==> src/rtl/bfp_seq_ctrl.sv <==
// BMI / body-fat controller sharing one restoring divider across both divisions.
// Optional macro BFP_ROUND_EN: round-to-nearest instead of floor for both divisions.
module bfp_seq_ctrl #(
    parameter int DW = 22,
    parameter int OW = 8
) (
    input  logic          clk,
    input  logic          rst,
    input  logic          req_valid,
    output logic          req_ready,
    input  logic [7:0]    weight,
    input  logic [7:0]    height,
    input  logic [7:0]    age,
    input  logic          sex,
    output logic          out_valid,
    input  logic          out_ready,
    output logic [OW-1:0] bmi,
    output logic [OW-1:0] bfp,
    output logic          err
);

    typedef enum logic [2:0] {
        S_IDLE = 3'd0,
        S_MUL  = 3'd1,
        S_DIV1 = 3'd2,
        S_NUM  = 3'd3,
        S_DIV2 = 3'd4,
        S_DONE = 3'd5
    } state_t;

    localparam logic [4:0]    CNT_INIT  = 5'(DW - 1);
    localparam logic [DW-1:0] BMI_SCALE = DW'(10000);

    state_t          state_q, state_d;
    logic [7:0]      weight_q, weight_d, height_q, height_d, age_q, age_d;
    logic            sex_q, sex_d;
    logic [DW-1:0]   dvd_q, dvd_d;
    logic [15:0]     dvs_q, dvs_d;
    logic [15:0]     rem_q, rem_d;
    logic [4:0]      cnt_q, cnt_d;
    logic [OW-1:0]   bmi_q, bmi_d, bfp_q, bfp_d;
    logic            err_q, err_d, out_valid_q, out_valid_d, req_ready_q, req_ready_d;

    logic [16:0]     trial_s;
    logic            ge_s;
    logic [15:0]     rem_nx_s;
    logic [DW-1:0]   quot_nx_s;
    logic [DW-1:0]   mul_dvd_s;
    logic [15:0]     mul_dvs_s;
    logic [17:0]     pos_s, k_s, num_s;
    logic            num_pos_s;

    function automatic logic [OW-1:0] sat_q(input logic [DW-1:0] q);
        if (|q[DW-1:OW]) begin
            sat_q = '1;
        end else begin
            sat_q = q[OW-1:0];
        end
    endfunction

    // Shared divider step plus the MUL and NUM arithmetic feeding it
    always_comb begin
        trial_s   = {rem_q, dvd_q[DW-1]};
        ge_s      = (trial_s >= {1'b0, dvs_q});
        if (ge_s) begin
            rem_nx_s = 16'(trial_s - {1'b0, dvs_q});
        end else begin
            rem_nx_s = trial_s[15:0];
        end
        quot_nx_s = {dvd_q[DW-2:0], ge_s};
        mul_dvs_s = {8'd0, height_q} * {8'd0, height_q};
`ifdef BFP_ROUND_EN
        mul_dvd_s = DW'(weight_q) * BMI_SCALE + DW'(mul_dvs_s >> 1);
`else
        mul_dvd_s = DW'(weight_q) * BMI_SCALE;
`endif
        pos_s     = 18'(bmi_q) * 18'd120 + 18'(age_q) * 18'd23;
        k_s       = sex_q ? 18'd1620 : 18'd540;
        num_pos_s = (pos_s > k_s);
`ifdef BFP_ROUND_EN
        num_s     = pos_s - k_s + 18'd50;
`else
        num_s     = pos_s - k_s;
`endif
    end

    // Next-state and datapath load decisions
    always_comb begin
        state_d  = state_q;
        weight_d = weight_q;
        height_d = height_q;
        age_d    = age_q;
        sex_d    = sex_q;
        dvd_d    = dvd_q;
        dvs_d    = dvs_q;
        rem_d    = rem_q;
        cnt_d    = cnt_q;
        bmi_d    = bmi_q;
        bfp_d    = bfp_q;
        err_d    = err_q;
        case (state_q)
            S_IDLE: begin
                if (req_valid) begin
                    weight_d = weight;
                    height_d = height;
                    age_d    = age;
                    sex_d    = sex;
                    err_d    = 1'b0;
                    state_d  = S_MUL;
                end else begin
                    state_d  = S_IDLE;
                end
            end
            S_MUL: begin
                if (height_q == 8'd0) begin
                    bmi_d   = '1;
                    bfp_d   = '0;
                    err_d   = 1'b1;
                    state_d = S_DONE;
                end else begin
                    dvd_d   = mul_dvd_s;
                    dvs_d   = mul_dvs_s;
                    rem_d   = 16'd0;
                    cnt_d   = CNT_INIT;
                    state_d = S_DIV1;
                end
            end
            S_DIV1, S_DIV2: begin
                dvd_d = quot_nx_s;
                rem_d = rem_nx_s;
                cnt_d = cnt_q - 5'd1;
                if (cnt_q != 5'd0) begin
                    state_d = state_q;
                end else if (state_q == S_DIV1) begin
                    bmi_d   = sat_q(quot_nx_s);
                    state_d = S_NUM;
                end else begin
                    bfp_d   = sat_q(quot_nx_s);
                    state_d = S_DONE;
                end
            end
            S_NUM: begin
                // Non-positive numerator divides zero so the result clamps at 0
                if (num_pos_s) begin
                    dvd_d = DW'(num_s);
                end else begin
                    dvd_d = '0;
                end
                dvs_d   = 16'd100;
                rem_d   = 16'd0;
                cnt_d   = CNT_INIT;
                state_d = S_DIV2;
            end
            S_DONE: begin
                if (out_ready) begin
                    state_d = S_IDLE;
                end else begin
                    state_d = S_DONE;
                end
            end
            default: begin
                state_d = S_IDLE;
            end
        endcase
        req_ready_d = (state_d == S_IDLE);
        out_valid_d = (state_d == S_DONE);
    end

    // State and datapath registers
    always_ff @(posedge clk or posedge rst) begin
        if (rst) begin
            state_q     <= S_IDLE;
            weight_q    <= 8'd0;
            height_q    <= 8'd0;
            age_q       <= 8'd0;
            sex_q       <= 1'b0;
            dvd_q       <= '0;
            dvs_q       <= 16'd0;
            rem_q       <= 16'd0;
            cnt_q       <= 5'd0;
            bmi_q       <= '0;
            bfp_q       <= '0;
            err_q       <= 1'b0;
            out_valid_q <= 1'b0;
            req_ready_q <= 1'b1;
        end else begin
            state_q     <= state_d;
            weight_q    <= weight_d;
            height_q    <= height_d;
            age_q       <= age_d;
            sex_q       <= sex_d;
            dvd_q       <= dvd_d;
            dvs_q       <= dvs_d;
            rem_q       <= rem_d;
            cnt_q       <= cnt_d;
            bmi_q       <= bmi_d;
            bfp_q       <= bfp_d;
            err_q       <= err_d;
            out_valid_q <= out_valid_d;
            req_ready_q <= req_ready_d;
        end
    end

    assign req_ready = req_ready_q;
    assign out_valid = out_valid_q;
    assign bmi       = bmi_q;
    assign bfp       = bfp_q;
    assign err       = err_q;

endmodule

==> config.mk <==
export PLATFORM = sky130hd
export DESIGN_NAME = bfp_seq_ctrl
export DESIGN_NICKNAME = d
export VERILOG_FILES = /design/src/rtl/bfp_seq_ctrl.sv
export SDC_FILE = /design/constraint.sdc
export NUM_CORES = 1
export LEC_CHECK = 0
export ABC_CLOCK_PERIOD_IN_PS = 10150
export BUFFER_PORTS_ARGS = -buffer_cell sky130_fd_sc_hd__buf_2
export CAP_MARGIN = 15
export CORE_ASPECT_RATIO = 1.25
export CORE_MARGIN = 2
export CORE_UTILIZATION = 43
export DETAILED_ROUTE_END_ITERATION = 10
export MAX_ROUTING_LAYER = met4
export PLACE_DENSITY = 0.69
export SLEW_MARGIN = 20
export SYNTH_ARGS = -nofsm -noshare
export SYNTH_HDL_FRONTEND = slang
export SYNTH_SLANG_ARGS = --single-unit
==> constraint.sdc <==
create_clock -name clk -period 10.15 [get_ports clk]
set_input_delay 1.5225 -clock clk [delete_from_list [all_inputs] [get_ports clk]]
set_output_delay 1.5225 -clock clk [all_outputs]
set_load 0.02 [all_outputs]
==> results of run 1 <==
[how the worst max path moves through the flow]
| stage | startpoint | to | cells past startpoint |
|---|---|---|---|
| after floorplan | bmi[2]$_DFFE_PP0P_ | dvd_q[12]$_DFFE_PP0P_ | 28 |
| final | bmi[0]$_DFFE_PP0P_ | dvd_q[5]$_DFFE_PP0P_ | 24 |
| after global placement | bmi[3]$_DFFE_PP0P_ | dvd_q[5]$_DFFE_PP0P_ | 26 |
| after detailed placement | bmi[3]$_DFFE_PP0P_ | dvd_q[5]$_DFFE_PP0P_ | 26 |
| after CTS | bmi[0]$_DFFE_PP0P_ | dvd_q[5]$_DFFE_PP0P_ | 24 |
| after global routing | bmi[3]$_DFFE_PP0P_ | dvd_q[6]$_DFFE_PP0P_ | 26 |
[metrics by stage]
stage / hold WS [ns] / instances / utilization / setup WS [ns] / instance area [um2]
after detailed placement: 0.4502 / 1531 / 0.4582 / 2.720 / 11120
final: 0.4637 / 1547 / 0.4714 / 2.655 / 11440
after global routing: 0.4851 / 1547 / 0.4714 / 2.245 / 11440
after CTS: 0.4671 / 1547 / 0.4714 / 2.669 / 11440
after global placement: 0.4476 / 1531 / 0.4581 / 2.854 / 11120
after floorplan: 0.4628 / 1184 / - / 3.039 / 10530
[layout by cell type, fill, tap and decap left out, types with 6 or more instances in the layout]
master     instances
and3_1             6
nor2b_1           11
buf_4              9
o21a_1            19
dfrtp_1          104
ha_1             135
fa_1              70
xnor2_1           39
nor2_1            61
a31oi_1            9
buf_2             47
or2_2              6
nand4_1           14
a21o_1            13
xor2_1            15
o31ai_1            7
o211ai_1          12
or3_1              7
clkbuf_16          9
a21oi_1           73
o22ai_1           15
nand2_1           96
nor3_1            25
mux2_2            15
nor4_1            10
o21ai_0           69
inv_1            174
a211oi_1           7
nand3_1           20
nand2b_1          11
and2_1            20
[cells by family after synthesis]
family	count (synthesis)	share of synthesized area
muxes	18	0.01889
DFF	105	0.2496
AOI/OAI and AO/OA	285	0.1761
adders and majority gates	205	0.2935
xor gates and xnor gates	54	0.04491
buffers and inverters	214	0.07639
and+or+nand+nor	303	0.1407
[tightest hold or removal path, cell delays in order (launching register included)]
cell	delay, ns
dfrtp_1	0.34
nand2_1	0.05
nand2_1	0.05
[state kept, by name (all words and copies together), names as in the netlist, 3 cells and up]
signal / count
weight_q: 8
height_q: 8
bfp: 8
dvs_q: 15
rem_q: 16
age_q: 8
bmi: 8
state_q: 3
cnt_q: 5
dvd_q: 22
[routing by layer]
metal	part of all wire	vias up	routed length, um
met5	0	-	0
met1	0.40	4124	9926
met2	0.54	154	13300
met4	0.024	0	601
met3	0.030	37	735
li1	-	4126	-
[final cells by class]
class / count / area (um2) / area share
multi-input cells: 865 / 7114 / 0.6220
flip-flops and latches: 105 / 2629 / 0.2298
inverters: 175 / 659.4 / 0.05765
well taps: 330 / 412.9 / 0.03610
repair buffers: 56 / 302.8 / 0.02647
clock buffers: 9 / 225.2 / 0.01969
clock inverters: 7 / 95.09 / 0.008313
==> impl_results.md, run 1 <==
* Port Buffers at 47
* Number of flops mapped to enable cells by yosys at 0
* Grt met1 use at 0.2297
* Grt met2 use at 0.3774
* Top post-synthesis cells by count: inv_1, ha_1, dfrtp_1, nand2_1, a21oi_1
* Max FO, Critical Path at 15
* Hold Vio Cnt, Final at 0
* Gr usage total at 0.2048
* Chip height at 179.0 um
* Vias per cell at 5.456
* CP delay by family, top: adder cells
* Area of the die at 25770 um2
* Tmin final at roughly 7.5 ns
* Yosys cell types at 71
* Final net count at 1446
* Cells on worst reg2reg path at 24
* Postcts setup bufs at 0
* Max-cap check violation count at 0
* Clock buffer depth at 2
* Setup TNS at 0 ns
* Core ar. at 24260 um2
* Initial Util at 0.4340
* Die Wd at 144.0 um
* Total Routed Length at 24560 um
* Global-route wire length before repair at 40760 um
* Syn_nets at 1418
* HP Class: flop to flop
* Final RePlAce weighted congestion at 0.9388
* CTS Buf Count at 9
* Cts hold-fix bufs at 0
* Buf/Inv on CP at 3
* GRT Max-Usage Layer: met2
* GRT met3 Usage at 0.02110
* CP dominant cell by count: fa_1
* Worst Path Arrival at between 7 and 8 ns
* Max-slew violation count at 0
* RSZ-0062 raised after global routing: no
* CTS Sinks at 105
* Crit-path cells: fa_1, fa_1, fa_1, xnor2_1, fa_1, inv_1, fa_1, inv_1, fa_1, inv_1, ha_1, o21a_1, or2_2, a31oi_1, xnor2_1, ha_1, nand2_1, o31ai_1, nor4_1, or4_1, a21oi_1, a31o_2, o221ai_1, a21boi_0
* CTS tree: yes
* Area growth from synthesis to layout at 8.614%
* Seq/Total Area, Yosys at 0.2496
* Hold_sp: bfp[6]$_DFFE_PP0P_
* Number of global-route vias before repair at 8405
* Period utilization at 0.7384
* Top FF cell, synth: dfrtp_1
* Final setup fails at 0
* Share of cells above drive strength 1 at 0.08874
* # IOs at 48
* Wire per inst at 15.88 um
* CTS root buf: clkbuf_16
* # rows at 64
* Overflow after GRT at 0
* Yosys top cell by area: dfrtp_1
* Fillers at ~2300
* R2r endpoint: dvd_q[5]$_DFFE_PP0P_
* Critical path endpoint category: flop
* 1st-pass router iterations at 5
* Final HPWL DP at 19140 um
* Achievable clock frequency at 133.4 MHz
* Syn Inst Count at 1184
* Htree depth at 3
* CP peak stage delay at 0.61 ns
* Mapped Avg Cell Area at about 9 um2
* Via count at about 8400
* Warnings, synthesis at 0
* DR iter-0 viols at 527
* Post-route ant nets at 0
* Area share of the largest cell type after synthesis at 0.2471
* Pin count of the biggest net entering global routing at 66
* # resized after CTS at 0
* Clock slew at reported path FFs at about 0.080 ns
* Mapped Area at 10530 um2
* Crit Reg-Reg Startpoint: bmi[0]$_DFFE_PP0P_
* Count leader, synth: inv_1
* WHS Endpoint: bfp[6]$_DFFE_PP0P_
* Ys async rst share at 1.000
* Worst R2R Setup Slack at 2.66 ns
* # diodes at 0
* Worst Hold Depth at 2
* Post-synthesis register bit count at 105
* Clk_lat worst skew at roughly 0.37 ns
* Worst Max-Slew Pin Slew at 0.9379 ns
* Synth top area cells: dfrtp_1, ha_1, fa_1
* Drt drc at 0
* CP Data Required Time at 10.37 ns
* Slew headroom at 0.3724
* Clock skew at ~0.010 ns
* Initial antenna violation count at 0
* Status: completed
* CP max stage cell: fa_1
* Critical path class: flop to flop
* Crit start category: flop
Power of run 1 is left out: the tool's default activity adds up to more than one toggle a clock period on the data nets, which glitch-free logic cannot reach.
==> run 2: changes to the inputs <==
- ABC_CLOCK_PERIOD_IN_PS: 10150 -> 7700
- clock period: 10.15 -> 7.7 ns (I/O delays scaled with it)
==> impl_results.md, run 2 (synthesis gave the netlist of run 1 again) <==
* Status: completed
* # diodes at 0
* Final setup fails at 0
* Worst Max-Slew Pin Slew at 0.9409 ns
* 1st-pass router iterations at 5
* Hold Vio Cnt, Final at 0
* Clock slew at reported path FFs at around 0.080 ns
* CP max stage cell: fa_1
* DR iter-0 viols at 540
* # rows at 64
* Clock skew at 0.008141 ns
* Final HPWL DP at 19420 um
* Final net count at 1449
* Crit start category: flop
* Cells on worst reg2reg path at 27
* Commonest non-fill, non-tap cell in the layout: inv_1
* Post-route ant nets at 0
* Via count at approximately 8500
* Critical path endpoint category: flop
* Commonest non-fill, non-tap cells in the layout: inv_1, ha_1, dfrtp_1, nand2_1, a21oi_1
* Final RePlAce weighted congestion at 0.9280
* Max FO, Critical Path at 8
* CP Launch Point: bmi[3]$_DFFE_PP0P_
* Overflow after GRT at 0
* Initial antenna violation count at 0
* Vias per cell at 5.471
* Setup TNS at 0 ns
* WHS Endpoint: bfp[1]$_DFFE_PP0P_
* Critical path class: flop to flop
* CTS Sinks at roughly 110
* Biggest regs: dvd_q: 22 flops, rem_q: 16 flops, dvs_q: 15 flops
* Global-route wire length before repair at 42020 um
* R2r endpoint: dvd_q[2]$_DFFE_PP0P_
* Pin count of the biggest net entering global routing at 54
* Clk_lat worst skew at 0.37 ns
* Worst Hold Depth at 2
* Tmin final at 7.265 ns
* Max-slew violation count at 0
* Area of the die at 25770 um2
* Port Buffers at 47
* Reg with most FFs: dvd_q
* CTS Buf Count at 9
* Share of cells above drive strength 1 at 0.09262
* Worst Path Arrival at 7.50 ns
* RSZ-0062 raised after global routing: no
* Slew headroom at 0.3704
* Hold_sp: bfp[1]$_DFFE_PP0P_
* Core ar. at 24260 um2
* CTS tree: yes
* Max-cap check violation count at 0
* Number of flip-flops in the largest register at 22
* CP Data Required Time at between 7 and 8 ns
* Area growth from synthesis to layout at 9.006%
* Die Wd at around 140 um
* Drt drc at 0
* Htree depth at 3
* Clock buffer depth at 2
* Gr usage total at 0.2116
* Total Routed Length at 24770 um
* Wire per inst at 15.98 um
* Achievable clock frequency at 137.6 MHz
* Chip height at 179.0 um
* Cts hold-fix bufs at 0
* Crit Reg-Reg Startpoint: bmi[3]$_DFFE_PP0P_
* Initial Util at 0.4340
* CTS root buf: clkbuf_16
* # IOs at 48
* Fillers at ~2300
* Number of global-route vias before repair at 8533
* CP peak stage delay at 0.52 ns
* HP Class: flop to flop
* Worst R2R Setup Slack at ~0.43 ns
* Period utilization at 0.9435
run 2: changes by cell type in the layout (fill, tap and decap cells not counted):
cell      delta
buf_4        +2
clkinv_8     -1
buf_12       +1
clkinv_2     +1
ha_1         -1
ha_2         +1
a31oi_2      +1
a31o_4       +1
a31oi_1      -1
a31o_2       -1
run 2: area by class of cell:
class / count / area (um2) / area share
Timing Repair Buffer: 59 / 337.8 / 0.02943
Sequential cell: 105 / 2629 / 0.2290
Multi-Input combinational cell: 865 / 7132 / 0.6213
Tap cell: 330 / 412.9 / 0.03597
Clock buffer: 9 / 225.2 / 0.01962
Clock inverter: 7 / 83.83 / 0.007302
Inverter: 175 / 659.4 / 0.05744
run 2: worst max-delay path by stage:
stage | endpoint | slack, ns
detailed placement | dvd_q[5]$_DFFE_PP0P_ | 0.19
finish | dvd_q[2]$_DFFE_PP0P_ | 0.43
floorplan | dvd_q[12]$_DFFE_PP0P_ | 0.59
global route | dvd_q[2]$_DFFE_PP0P_ | 0.05
global placement | dvd_q[5]$_DFFE_PP0P_ | 0.41
CTS | dvd_q[5]$_DFFE_PP0P_ | 0.18
run 2: per-layer routing:
metal | GRT usage | part of all wire | vias up | routed length (um)
met1 | 0.2400 | 0.41 | 4173 | 10250
met2 | 0.3881 | 0.54 | 130 | 13340
met3 | 0.02564 | 0.023 | 42 | 578
met5 | - | 0 | - | 0
li1 | - | - | 4135 | -
met4 | 0.06495 | 0.024 | 0 | 595
run 2: repair_timing:
| action | in CTS | in global routing |
|---|---|---|
| setup endpoints to repair | 0 | 15 |
| hold endpoints to repair | 0 | 0 |
| buffers inserted | 0 | 3 |
| resized for setup | 0 | 3 |
run 2: worst max-delay path, delay by kind of cell, from the launching register on:
family	cells	cell delay [ns]
fa+ha+maj	8	3.60
compound gates	7	1.31
simple gates	4	0.99
buf+inv	6	0.52
flops	1	0.43
xor+xnor	2	0.26
run 2: through the flow:
stage | instance area (um2) | hold WS, ns | worst slack (ns) | std cells | utilization
final | 11480 | 0.4619 | 0.4347 | 1550 | 0.4731
after floorplan | 10530 | 0.4628 | 0.5888 | 1184 | -
after detailed placement | 11120 | 0.4500 | 0.1942 | 1531 | 0.4581
after global routing | 11480 | 0.4848 | 0.04923 | 1550 | 0.4731
after global placement | 11120 | 0.4478 | 0.4073 | 1531 | 0.4581
after CTS | 11420 | 0.4680 | 0.1762 | 1547 | 0.4709
Power of run 2 is left out for the same reason.
